--- src/rtl/alu_op_sequencer_if.sv ---
// Command and response streams between the control logic and the ALU sequencer.
interface alu_op_sequencer_if;
  logic       cmd_valid;
  logic       cmd_ready;
  logic [2:0] cmd_op;
  logic [7:0] cmd_a;
  logic [7:0] cmd_b;
  logic       cmd_chain;
  logic       rsp_valid;
  logic       rsp_ready;
  logic [7:0] rsp_data;
  logic       rsp_zero;
  logic       rsp_err;

  modport master (
    output cmd_valid, cmd_op, cmd_a, cmd_b, cmd_chain, rsp_ready,
    input  cmd_ready, rsp_valid, rsp_data, rsp_zero, rsp_err
  );
  modport slave (
    input  cmd_valid, cmd_op, cmd_a, cmd_b, cmd_chain, rsp_ready,
    output cmd_ready, rsp_valid, rsp_data, rsp_zero, rsp_err
  );
endinterface

--- src/rtl/alu_op_sequencer.sv ---
// Registers ALU operands, captures the result one cycle later into a response FIFO,
// and supports chaining the last good result back in as operand A.
module alu_op_sequencer #(
  parameter int DEPTH = 4
) (
  input  logic                     clk,
  input  logic                     rst,
  alu_op_sequencer_if.slave        bus,
  output logic [7:0]               op_a,
  output logic [7:0]               op_b,
  output logic [2:0]               alu_op,
  input  logic [7:0]               result,
  output logic                     busy,
  output logic [$clog2(DEPTH):0]   count
);
  localparam int AW = $clog2(DEPTH);
  localparam int CW = AW + 1;

  typedef enum logic {IDLE, EXEC} state_t;
  typedef struct packed {
    logic [7:0] data;
    logic       zero;
    logic       err;
  } entry_t;

  state_t        state_q, state_d;
  logic          err_q;
  logic [7:0]    last_result;
  logic [AW-1:0] wptr, rptr;
  logic [CW-1:0] cnt_q;
  entry_t        mem [DEPTH];
  entry_t        head;
  logic          accept, push, pop;

  always_ff @(posedge clk or posedge rst) begin
    if (rst) state_q <= IDLE;
    else     state_q <= state_d;
  end

  always_comb begin
    state_d       = state_q;
    bus.cmd_ready = 1'b0;
    push          = 1'b0;
    case (state_q)
      IDLE: begin
        // Ready looks at pre-pop occupancy, so a full FIFO blocks for the pop cycle.
        bus.cmd_ready = !rst && (cnt_q < CW'(DEPTH));
        if (bus.cmd_valid && bus.cmd_ready) state_d = EXEC;
      end
      EXEC: begin
        push    = 1'b1;
        state_d = IDLE;
      end
      default: state_d = IDLE;
    endcase
  end

  assign accept = bus.cmd_valid && bus.cmd_ready;
  assign pop    = bus.rsp_valid && bus.rsp_ready;

  always_ff @(posedge clk or posedge rst) begin
    if (rst) begin
      op_a        <= '0;
      op_b        <= '0;
      alu_op      <= '0;
      err_q       <= 1'b0;
      last_result <= '0;
      wptr        <= '0;
      rptr        <= '0;
      cnt_q       <= '0;
    end else begin
      if (accept) begin
        op_a   <= bus.cmd_chain ? last_result : bus.cmd_a;
        op_b   <= bus.cmd_b;
        alu_op <= bus.cmd_op;
        err_q  <= (bus.cmd_op > 3'd5);
      end
      if (push) begin
        wptr <= wptr + AW'(1);
        if (!err_q) last_result <= result;
      end
      if (pop) rptr <= rptr + AW'(1);
      if (push && !pop)      cnt_q <= cnt_q + CW'(1);
      else if (pop && !push) cnt_q <= cnt_q - CW'(1);
    end
  end

  // Storage is not reset; the empty check masks stale entries.
  always_ff @(posedge clk) begin
    if (push) mem[wptr] <= '{data: result, zero: (result == 8'd0), err: err_q};
  end

  assign head          = mem[rptr];
  assign bus.rsp_valid = (cnt_q != '0);
  assign bus.rsp_data  = bus.rsp_valid ? head.data : 8'd0;
  assign bus.rsp_zero  = bus.rsp_valid ? head.zero : 1'b0;
  assign bus.rsp_err   = bus.rsp_valid ? head.err  : 1'b0;
  assign busy          = (state_q == EXEC);
  assign count         = cnt_q;
endmodule

--- src/flat_wrapper.sv ---
// flat-port wrapper written by rule: the top's interface ports become plain ports
module alu_op_sequencer_flat 
#(
  parameter int DEPTH = 4
)
  (clk, rst, op_a, op_b, alu_op, result, busy, count, bus_cmd_valid, bus_cmd_op, bus_cmd_a, bus_cmd_b, bus_cmd_chain, bus_rsp_ready, bus_cmd_ready, bus_rsp_valid, bus_rsp_data, bus_rsp_zero, bus_rsp_err);
  alu_op_sequencer_if bus_i ();
  input  logic clk;
  input  logic rst;
  output logic [7:0] op_a;
  output logic [7:0] op_b;
  output logic [2:0] alu_op;
  input  logic [7:0] result;
  output logic busy;
  output logic [$clog2(DEPTH):0] count;
  input wire logic [$bits(bus_i.cmd_valid)-1:0] bus_cmd_valid;
  input wire logic [$bits(bus_i.cmd_op)-1:0] bus_cmd_op;
  input wire logic [$bits(bus_i.cmd_a)-1:0] bus_cmd_a;
  input wire logic [$bits(bus_i.cmd_b)-1:0] bus_cmd_b;
  input wire logic [$bits(bus_i.cmd_chain)-1:0] bus_cmd_chain;
  input wire logic [$bits(bus_i.rsp_ready)-1:0] bus_rsp_ready;
  output wire logic [$bits(bus_i.cmd_ready)-1:0] bus_cmd_ready;
  output wire logic [$bits(bus_i.rsp_valid)-1:0] bus_rsp_valid;
  output wire logic [$bits(bus_i.rsp_data)-1:0] bus_rsp_data;
  output wire logic [$bits(bus_i.rsp_zero)-1:0] bus_rsp_zero;
  output wire logic [$bits(bus_i.rsp_err)-1:0] bus_rsp_err;
  assign bus_i.cmd_valid = bus_cmd_valid;
  assign bus_i.cmd_op = bus_cmd_op;
  assign bus_i.cmd_a = bus_cmd_a;
  assign bus_i.cmd_b = bus_cmd_b;
  assign bus_i.cmd_chain = bus_cmd_chain;
  assign bus_i.rsp_ready = bus_rsp_ready;
  assign bus_cmd_ready = bus_i.cmd_ready;
  assign bus_rsp_valid = bus_i.rsp_valid;
  assign bus_rsp_data = bus_i.rsp_data;
  assign bus_rsp_zero = bus_i.rsp_zero;
  assign bus_rsp_err = bus_i.rsp_err;
  alu_op_sequencer #(.DEPTH(DEPTH)) u_core (.clk(clk), .rst(rst), .bus(bus_i), .op_a(op_a), .op_b(op_b), .alu_op(alu_op), .result(result), .busy(busy), .count(count));
endmodule
--- config.mk ---
export PLATFORM = sky130hd
export DESIGN_NAME = alu_op_sequencer_flat
export DESIGN_NICKNAME = d
export VERILOG_FILES = /design/src/rtl/alu_op_sequencer_if.sv /design/src/rtl/alu_op_sequencer.sv /design/src/flat_wrapper.sv
export SDC_FILE = /design/constraint.sdc
export NUM_CORES = 1
export LEC_CHECK = 0
export CAP_MARGIN = 20
export CORE_MARGIN = 1.5
export CORE_UTILIZATION = 40
export DETAILED_ROUTE_END_ITERATION = 8
export PLACE_DENSITY = 0.65
export SYNTH_ARGS = -nofsm -noshare
export SYNTH_HDL_FRONTEND = slang
export SYNTH_SLANG_ARGS = --single-unit
--- constraint.sdc ---
create_clock -name clk -period 2.2 [get_ports clk]
set_input_delay 0.33 -clock clk [delete_from_list [all_inputs] [get_ports clk]]
set_output_delay 0.33 -clock clk [all_outputs]
set_load 0.05 [all_outputs]
**After elaboration in Yosys (flattened, before gate mapping)**

Memory sizes are Yosys's and may differ from the RTL's.
Index checks and enable logic that the tools add are counted.

- Register bits: 36
- Logic and storage cells: 43
- Memories: 1
- Input bits: 32
- Bits in writable memories: 40
- Output and inout port bits: 35

- Add/subtract/negate cells: 4
- Muxes and demuxes: 12
- Bitwise gates (word level): 2
- Reduce and logical (&&, ||, !) cells: 13
- Magnitude comparators: 2

Memories:

| memory | words | width | rd ports | clocked after Yosys merged registers in | wr ports | line | RTL |
|---|---|---|---|---|---|---|---|
| u_core.mem | 4 | 10 | 1 | 0 | 1 | alu_op_sequencer.sv:31 | `entry_t mem [DEPTH];` |

Operator list:

| cell | number |
|---|---|
| $mux 8 | 2 |
| $logic_not 8->1 | 1 |
| $mux 1 | 7 |
| $logic_and 1x1->1 | 6 |
| $mux 3 | 2 |
| $add 2x1->2 const B | 2 |
| $add 3x1->3 const B | 1 |
| $gt 3x3->1 const B | 1 |
| $logic_not 1->1 | 3 |
| $lt 3x3->1 const B | 1 |
| $reduce_bool 3->1 | 1 |
| $sub 3x1->3 const B | 1 |
| $not 1->1 | 2 |
| $pmux 1 s2 | 1 |
| $reduce_and 2->1 | 1 |
| $reduce_bool 2->1 | 1 |

**Longest topological paths before layout**

Gate-level depths: netlist of the first run.

- Depth after elaboration: 5
- Gate-level depth with buffers: 8
- Depth with buffers taken out: 8

**Worst setup path before layout of the first run**

Ideal clock, no wire load.

- Path type: reg-to-output
- Start: reg u_core.cnt_q[2], in the netlist u_core.count[2]
- End: out bus_rsp_data[0]
- Buffers on the path: 1
- Data arrival time: 2.042 ns
- Slack: -0.172 ns
- Required time: 1.870 ns
- Stages on the path, launching flop included: 4
- Path through: dfrtp_1 or3_1 clkbuf_1 and2_1

- Word-level cells in the longest chain between the ends: 2

RTL lines:

| element | line | RTL |
|---|---|---|
| start, declared | alu_op_sequencer.sv:30 | `logic [CW-1:0] cnt_q;` |
| start signal, assigned | alu_op_sequencer.sv:83 | `if (push && !pop) cnt_q <= cnt_q + CW'(1);` |
| start signal, assigned | alu_op_sequencer.sv:84 | `else if (pop && !push) cnt_q <= cnt_q - CW'(1);` |
| $reduce_bool 3->1 | alu_op_sequencer.sv:94 | `assign bus.rsp_valid = (cnt_q != '0);` |
| net bus_rsp_valid | flat_wrapper.sv:23 | `output wire logic [$bits(bus_i.rsp_valid)-1:0] bus_rsp_valid;` |
| $mux 8 | alu_op_sequencer.sv:95 | `assign bus.rsp_data = bus.rsp_valid ? head.data : 8'd0;` |
| end, declared | flat_wrapper.sv:24 | `output wire logic [$bits(bus_i.rsp_data)-1:0] bus_rsp_data;` |

The timed path passes the listed nets, and every way through them passes these cells.

**Worst setup path in the final report of the first run**

- Start: reg u_core.rptr[0]
- End: out bus_rsp_data[5]

- Word-level cells in the longest chain between the ends: 2

RTL lines:

| element | line | RTL |
|---|---|---|
| start, declared | alu_op_sequencer.sv:29 | `logic [AW-1:0] wptr, rptr;` |
| start signal, assigned | alu_op_sequencer.sv:82 | `if (pop) rptr <= rptr + AW'(1);` |
| $mem_v2 4x10 | - |  |
| $mux 8 | alu_op_sequencer.sv:95 |  |

Every way passes these cells.

==> impl_metrics.ini, run 1 <==
[outcome]
status = complete, no violations

[worst_setup_path]
end_kind = output port
worst-path-buf-inv = 2
startpoint_type = flop
critPathKind = flop to output port
r2r_end = u_core.count[2]
cpPeakStageDelay_ps = 530
worstPathArrival_ps = 1760
cp_max_fo = 12
r2r_setup_slack_ps = 140
crit_path_end = bus_rsp_data[5]
crit_path_cell_trace = buf_6 -> mux4_2 -> and2_1 -> buf_4
r2r-start = u_core.count[1]
setup.worst_path.start = u_core.rptr[0]
worstPathRequired_ps = 1870
critPathTopFamily = multiplexers
worst-path-stages = 4
reg2reg_depth = 8
critical-path-slowest-cell = mux4_2

[floorplanning]
die_area_um2 = 8259
pin_count = 67
initial_core_util = 0.4192
rows = 31
die_w_um = 90.88
chipHeight_um = 90.88
core_area_um2 = 7370

[logic_synthesis]
synthMuxAreaShare = 0.1717
synth_compound_area_frac = 0.01620
synth_top_area_share = 0.3888
ys_top_cells_by_area = edfxtp_1 (39%), dfrtp_1 (29%), mux4_2 (7.3%)
syn_inst = 184
synth_seq_cells = 76
synth-xor-area-share = 0.01701
yosys_warnings = 0
yosys.area_share.simple = 0.06440
synth_cell_types = 27
synth_top_family_by_area = multiplexers
synth_area_um2 = 3089
synth_area_per_cell_um2 = 16.79
yosysTopAreaCell = edfxtp_1
seq_area_frac_synth = 0.6804
synth_nets = 222
synth_fa_ha_area_frac = 0.02673

[cts]
cts_buffers = 9
cts_sinks = 76
clk_pin_slew_ps = 80
tritoncts = built
ctsHtreeMaxLevel = 3
root_buffer = clkbuf_8
postCtsHoldBufs = 0
clk_path_buf_depth = 2
clock_latency_ps = 340

[place]
dpl_worst_slack_ps = 128.8
io_buffers = 66
dp_hpwl_mm = 3.907
place_inst = 352
gp_congestion = 0.7759

[timing]
drv_slew = 0
fin_crit_sh = 0.9485
clock-skew-final_ps = 15.37
tightest_slew_ps = 532.8
fmax_mhz = 479.2
setup_viol = 0
max-slew-margin-rel = 0.6448
rsz0062_at_grt = false
finalSetupTns_ps = 0
fin_ws_ps = 113.3
fin_crit_ps = 2087
hold_viol = 0

[routing]
drc = 0
drtPass1Iterations = 4
dr_total_vias = 1730
ant_nets = 0
totalWireLength_mm = 5.570
vias_per_cell = 4.701
drt_iter0_drc = 57
wl_per_cell_um = 15.14

[global_routing]
grt_max_degree = 29
grt_pass1_vias = 1910
grt.total_usage = 0.1497
grt_overflow = 0
grt_antenna_before_repair = 0
grt_pass1_wl_mm = 9.466

[final_layout]
final_cells = 368
layout-drive-gt1-share = 0.2342
multiInputGateArea_um2 = 919.6
final.fill_count = 604
areaGrowthSynthToFinish_pct = 33.25
final-seq-area_um2 = 2103
nets = 302
num_antenna_cells = 0

[power]
p_leak_nw = 1.603
p_per_area_nw_per_um2 = 1512
ir_drop_v = 0.0008127

[min_path]
min_path_type = primary input to async pin

[flow_run]
maxCapViolations = 0
==> worst min path at each step <==
stage,to,cells past startpoint,slack [ps],startpoint
after CTS,u_core.op_b[1],2,410,rst
final,u_core.op_b[1],2,410,rst
after global placement,u_core.op_b[6],1,470,u_core.op_b[6]
after detailed placement,u_core.op_b[1],1,480,u_core.op_b[1]
after floorplan,u_core.mem[0][2],0,430,result[0]
after global routing,u_core.op_b[1],2,460,rst
==> cell usage after synthesis <==
| library cell | instances |
|---|---|
| xnor2_1 | 3 |
| or3_1 | 1 |
| mux2_2 | 10 |
| nand2_1 | 2 |
| fa_1 | 1 |
| mux2i_1 | 8 |
| a21oi_1 | 8 |
| nor2b_1 | 1 |
| buf_1 | 1 |
| edfxtp_1 | 40 |
| xor2_1 | 3 |
| dfrtp_1 | 36 |
| ha_1 | 5 |
| nand3_1 | 2 |
| o21ai_0 | 2 |
| clkbuf_1 | 1 |
| nor2_1 | 10 |
| nor3_1 | 1 |
| buf_6 | 1 |
| or4_1 | 2 |
| and2_1 | 14 |
| nor4b_4 | 1 |
| mux2_1 | 10 |
| mux4_2 | 10 |
| buf_4 | 2 |
| inv_1 | 5 |
| buf_2 | 4 |
==> placed cells by master (no fill, tap or decap) <==
master           instances
clkdlybuf4s50_1         53
edfxtp_1                40
dfrtp_1                 35
buf_4                   21
and2_1                  14
nor2_1                  10
mux2_2                  10
mux2_1                  10
mux4_2                  10
clkbuf_8                 9
mux2i_1                  8
a21oi_1                  8
inv_1                    5
ha_1                     5
xnor2_1                  3
xor2_1                   3
clkinv_4                 3
nand3_1                  2
nand2_1                  2
or4_1                    2
o21ai_0                  2
clkinv_2                 2
buf_12                   2
or3_1                    1
nor4b_4                  1
nor2b_1                  1
nor3_2                   1
fa_1                     1
inv_6                    1
bufinv_16                1
dlymetal6s2s_1           1
buf_6                    1
dfrtp_2                  1
==> report_power, final <==
part / internal (mW) / total (mW) / switching (mW)
logic: 1.17 / 3.02 / 1.85
clock network: 0.530 / 1.05 / 0.522
registers: 1.90 / 2.15 / 0.249
total: 3.60 / 6.22 / 2.62
==> through the flow <==
stage | instance area [um^2] | utilization | power [mW] | hold WS, ps
floorplan | 3097 | - | 4.249 | 428.9
global placement | 3911 | 0.5307 | 5.182 | 465.9
detailed placement | 3911 | 0.5307 | 5.227 | 477.7
CTS | 4110 | 0.5577 | 6.295 | 414.2
global route | 4116 | 0.5586 | 6.571 | 461.9
finish | 4116 | 0.5586 | 6.223 | 408.6
==> flip-flops by register name, indices dropped and copies added (netlist names) <==
name	flops
u_core.alu_op	3
u_core.busy	1
u_core.count	3
u_core.err_q	1
u_core.last_result	8
u_core.mem	40
u_core.op_a	8
u_core.op_b	8
u_core.rptr	2
u_core.wptr	2
==> layout make-up <==
class	count	area share
tap	99	0.03009
multi-input combinational	94	0.2234
clock buffer	9	0.03009
sequential	76	0.5109
timing repair buffer	78	0.1827
clock inverter	7	0.01824
inverter	5	0.004559
==> routing by layer <==
layer  global-route usage  share of wire  vias up  wire length [um]
li1                     -              -      833                 -
met1               0.1997           0.46      830              2574
met2               0.2293           0.45       58              2530
met3              0.04377          0.070        9               391
met4              0.06250          0.013        0                73
met5                    0              0        -                 0
==> kinds of logic after synthesis <==
kind of cell / count (synthesis)
DFF: 76
muxes: 38
buffers and inverters: 14
and+or+nand+nor: 34
AOI/OAI and AO/OA: 10
xor gates and xnor gates: 6
adders and majority gates: 6
==> what timing repair did <==
item,CTS,global route
setup endpoints to repair,0,4
resized for setup,0,2
buffers inserted,0,0
Note: power is estimated with default switching activity, not from simulation.
==> run 2: changes to the inputs <==
--- a/config.mk
+++ b/config.mk
@@ -9,7 +9,7 @@
 export CORE_MARGIN = 1.5
 export CORE_UTILIZATION = 40
 export DETAILED_ROUTE_END_ITERATION = 8
-export PLACE_DENSITY = 0.65
+export DONT_BUFFER_PORTS = 1
 export SYNTH_ARGS = -nofsm -noshare
 export SYNTH_HDL_FRONTEND = slang
 export SYNTH_SLANG_ARGS = --single-unit
==> impl_metrics.ini, run 2 (same netlist as run 1, synthesis figures left out) <==
[timing]
hold_viol = 0
fmax_mhz = 481.8
max-slew-margin-rel = 0.6488
rsz0062_at_grt = false
tightest_slew_ps = 526.9
finalSetupTns_ps = 0
setup_viol = 0
fin_crit_sh = 0.9434
clock-skew-final_ps = 4.791
fin_crit_ps = 2075
drv_slew = 0
hold_ws_ps = 92.67

[power]
p_leak_nw = 1.376
ir_drop_v = 0.0007791
power.total_mw = 5.944
p_per_area_nw_per_um2 = 1644

[worst_setup_path]
cpPeakStageDelay_ps = 530
critPathKind = flop to output port
setup.worst_path.start = u_core.rptr[0]
startpoint_type = flop
cp_max_fo = 12
r2r_end = u_core.count[2]
worstPathRequired_ps = 1870
crit_path_cell_trace = buf_6 -> mux4_2 -> and2_1 -> buf_12
reg2reg_depth = 8
worstPathArrival_ps = 1750
critical-path-slowest-cell = mux4_2
r2r_setup_slack_ps = 140
r2r-start = u_core.count[2]
end_kind = output port

[floorplanning]
core_area_um2 = 7370
chipHeight_um = 90.88
pin_count = 67
initial_core_util = 0.4192
die_area_um2 = 8259
rows = 31
die_w_um = 90.88

[cts]
postCtsSetupBuffers = 0
ctsHtreeMaxLevel = 3
cts_buffers = 9
tritoncts = built
clock_latency_ps = 330
clk_pin_slew_ps = 70
root_buffer = clkbuf_8
clk_path_buf_depth = 2
cts_sinks = 76

[outcome]
status = complete, no violations

[final_layout]
final-seq-area_um2 = 2103
final_cell_mix = edfxtp_1 (40), dfrtp_1 (35), and2_1 (14)
largest_reg_flops = 40
regMostFlops = u_core.mem
multiInputGateArea_um2 = 924.6
areaGrowthSynthToFinish_pct = 17.05
final.fill_count = 668
layout-drive-gt1-share = 0.2844
nets = 245
num_antenna_cells = 0
mostFrequentLayoutCell = edfxtp_1
fin_area_um2 = 3616

[global_routing]
grt_pass1_wl_mm = 8.756
grt_overflow = 0
grt_pass1_vias = 1790
grt_antenna_before_repair = 0
grt_max_degree = 37
grt.total_usage = 0.1385

[place]
place_area_um2 = 3441
dp_hpwl_mm = 3.844
io_buffers = 0
gp_congestion = 0.7151

[min_path]
min_to = u_core.mem[0][2]
min_path_type = primary input to flop
hold_path.startpoint = result[0]
holdPathStages = 0

[routing]
dr_total_vias = 1550
drc = 0
drt_iter0_drc = 74
ant_nets = 0
vias_per_cell = 5.000
drtPass1Iterations = 4
totalWireLength_mm = 5.308
wl_per_cell_um = 17.12

[flow_run]
maxCapViolations = 0
-- run 2: final cells by class --
| cell class | instances | area share |
|---|---|---|
| multi-input cells | 94 | 0.2557 |
| inverters | 5 | 0.005190 |
| clock buffers | 9 | 0.03426 |
| well taps | 99 | 0.03426 |
| repair buffers | 21 | 0.07993 |
| clock inverters | 6 | 0.008997 |
| flip-flops and latches | 76 | 0.5817 |
-- run 2: how the worst max path moves through the flow --
stage / endpoint / cells past startpoint
global placement: u_core.count[2] / 8
detailed placement: u_core.count[2] / 8
finish: bus_rsp_data[3] / 4
floorplan: u_core.count[2] / 8
global route: u_core.count[2] / 8
CTS: bus_rsp_data[3] / 4
-- run 2: what timing repair did --
| item | CTS | global route |
|---|---|---|
| endpoints found under the setup margin | 0 | 2 |
| hold buffers | 1 | 0 |
| hold endpoints to repair | 36 | 0 |
| resized for setup | 0 | 3 |
-- run 2: power breakdown --
group / switching (mW) / total, mW / internal, mW
combinational: 1.20 / 2.29 / 1.09
clock: 0.457 / 0.849 / 0.392
sequential: 0.914 / 2.80 / 1.89
-- run 2: metrics by stage --
| stage | instances | worst slack, ps | utilization |
|---|---|---|---|
| after floorplan | 184 | 5.838 | - |
| after global placement | 294 | 253.7 | 0.4669 |
| after detailed placement | 294 | 133.0 | 0.4669 |
| after CTS | 310 | 47.63 | 0.4895 |
| after global routing | 310 | 40.48 | 0.4907 |
| final | 310 | 124.5 | 0.4907 |
-- run 2: critical path, delay by kind of cell (launching register included) --
family	cells	cell delay, ps
buffers and inverters	2	340
flip-flops	1	340
multiplexers	1	530
AND/OR/NAND/NOR	1	200
-- run 2: layer usage --
| metal | vias up | wire length (um) | track usage |
|---|---|---|---|
| met3 | 8 | 416 | 0.04714 |
| met2 | 59 | 2712 | 0.2331 |
| met5 | - | 0 | 0 |
| met4 | 0 | 79 | 0.05859 |
| met1 | 774 | 2100 | 0.1612 |
| li1 | 709 | - | - |
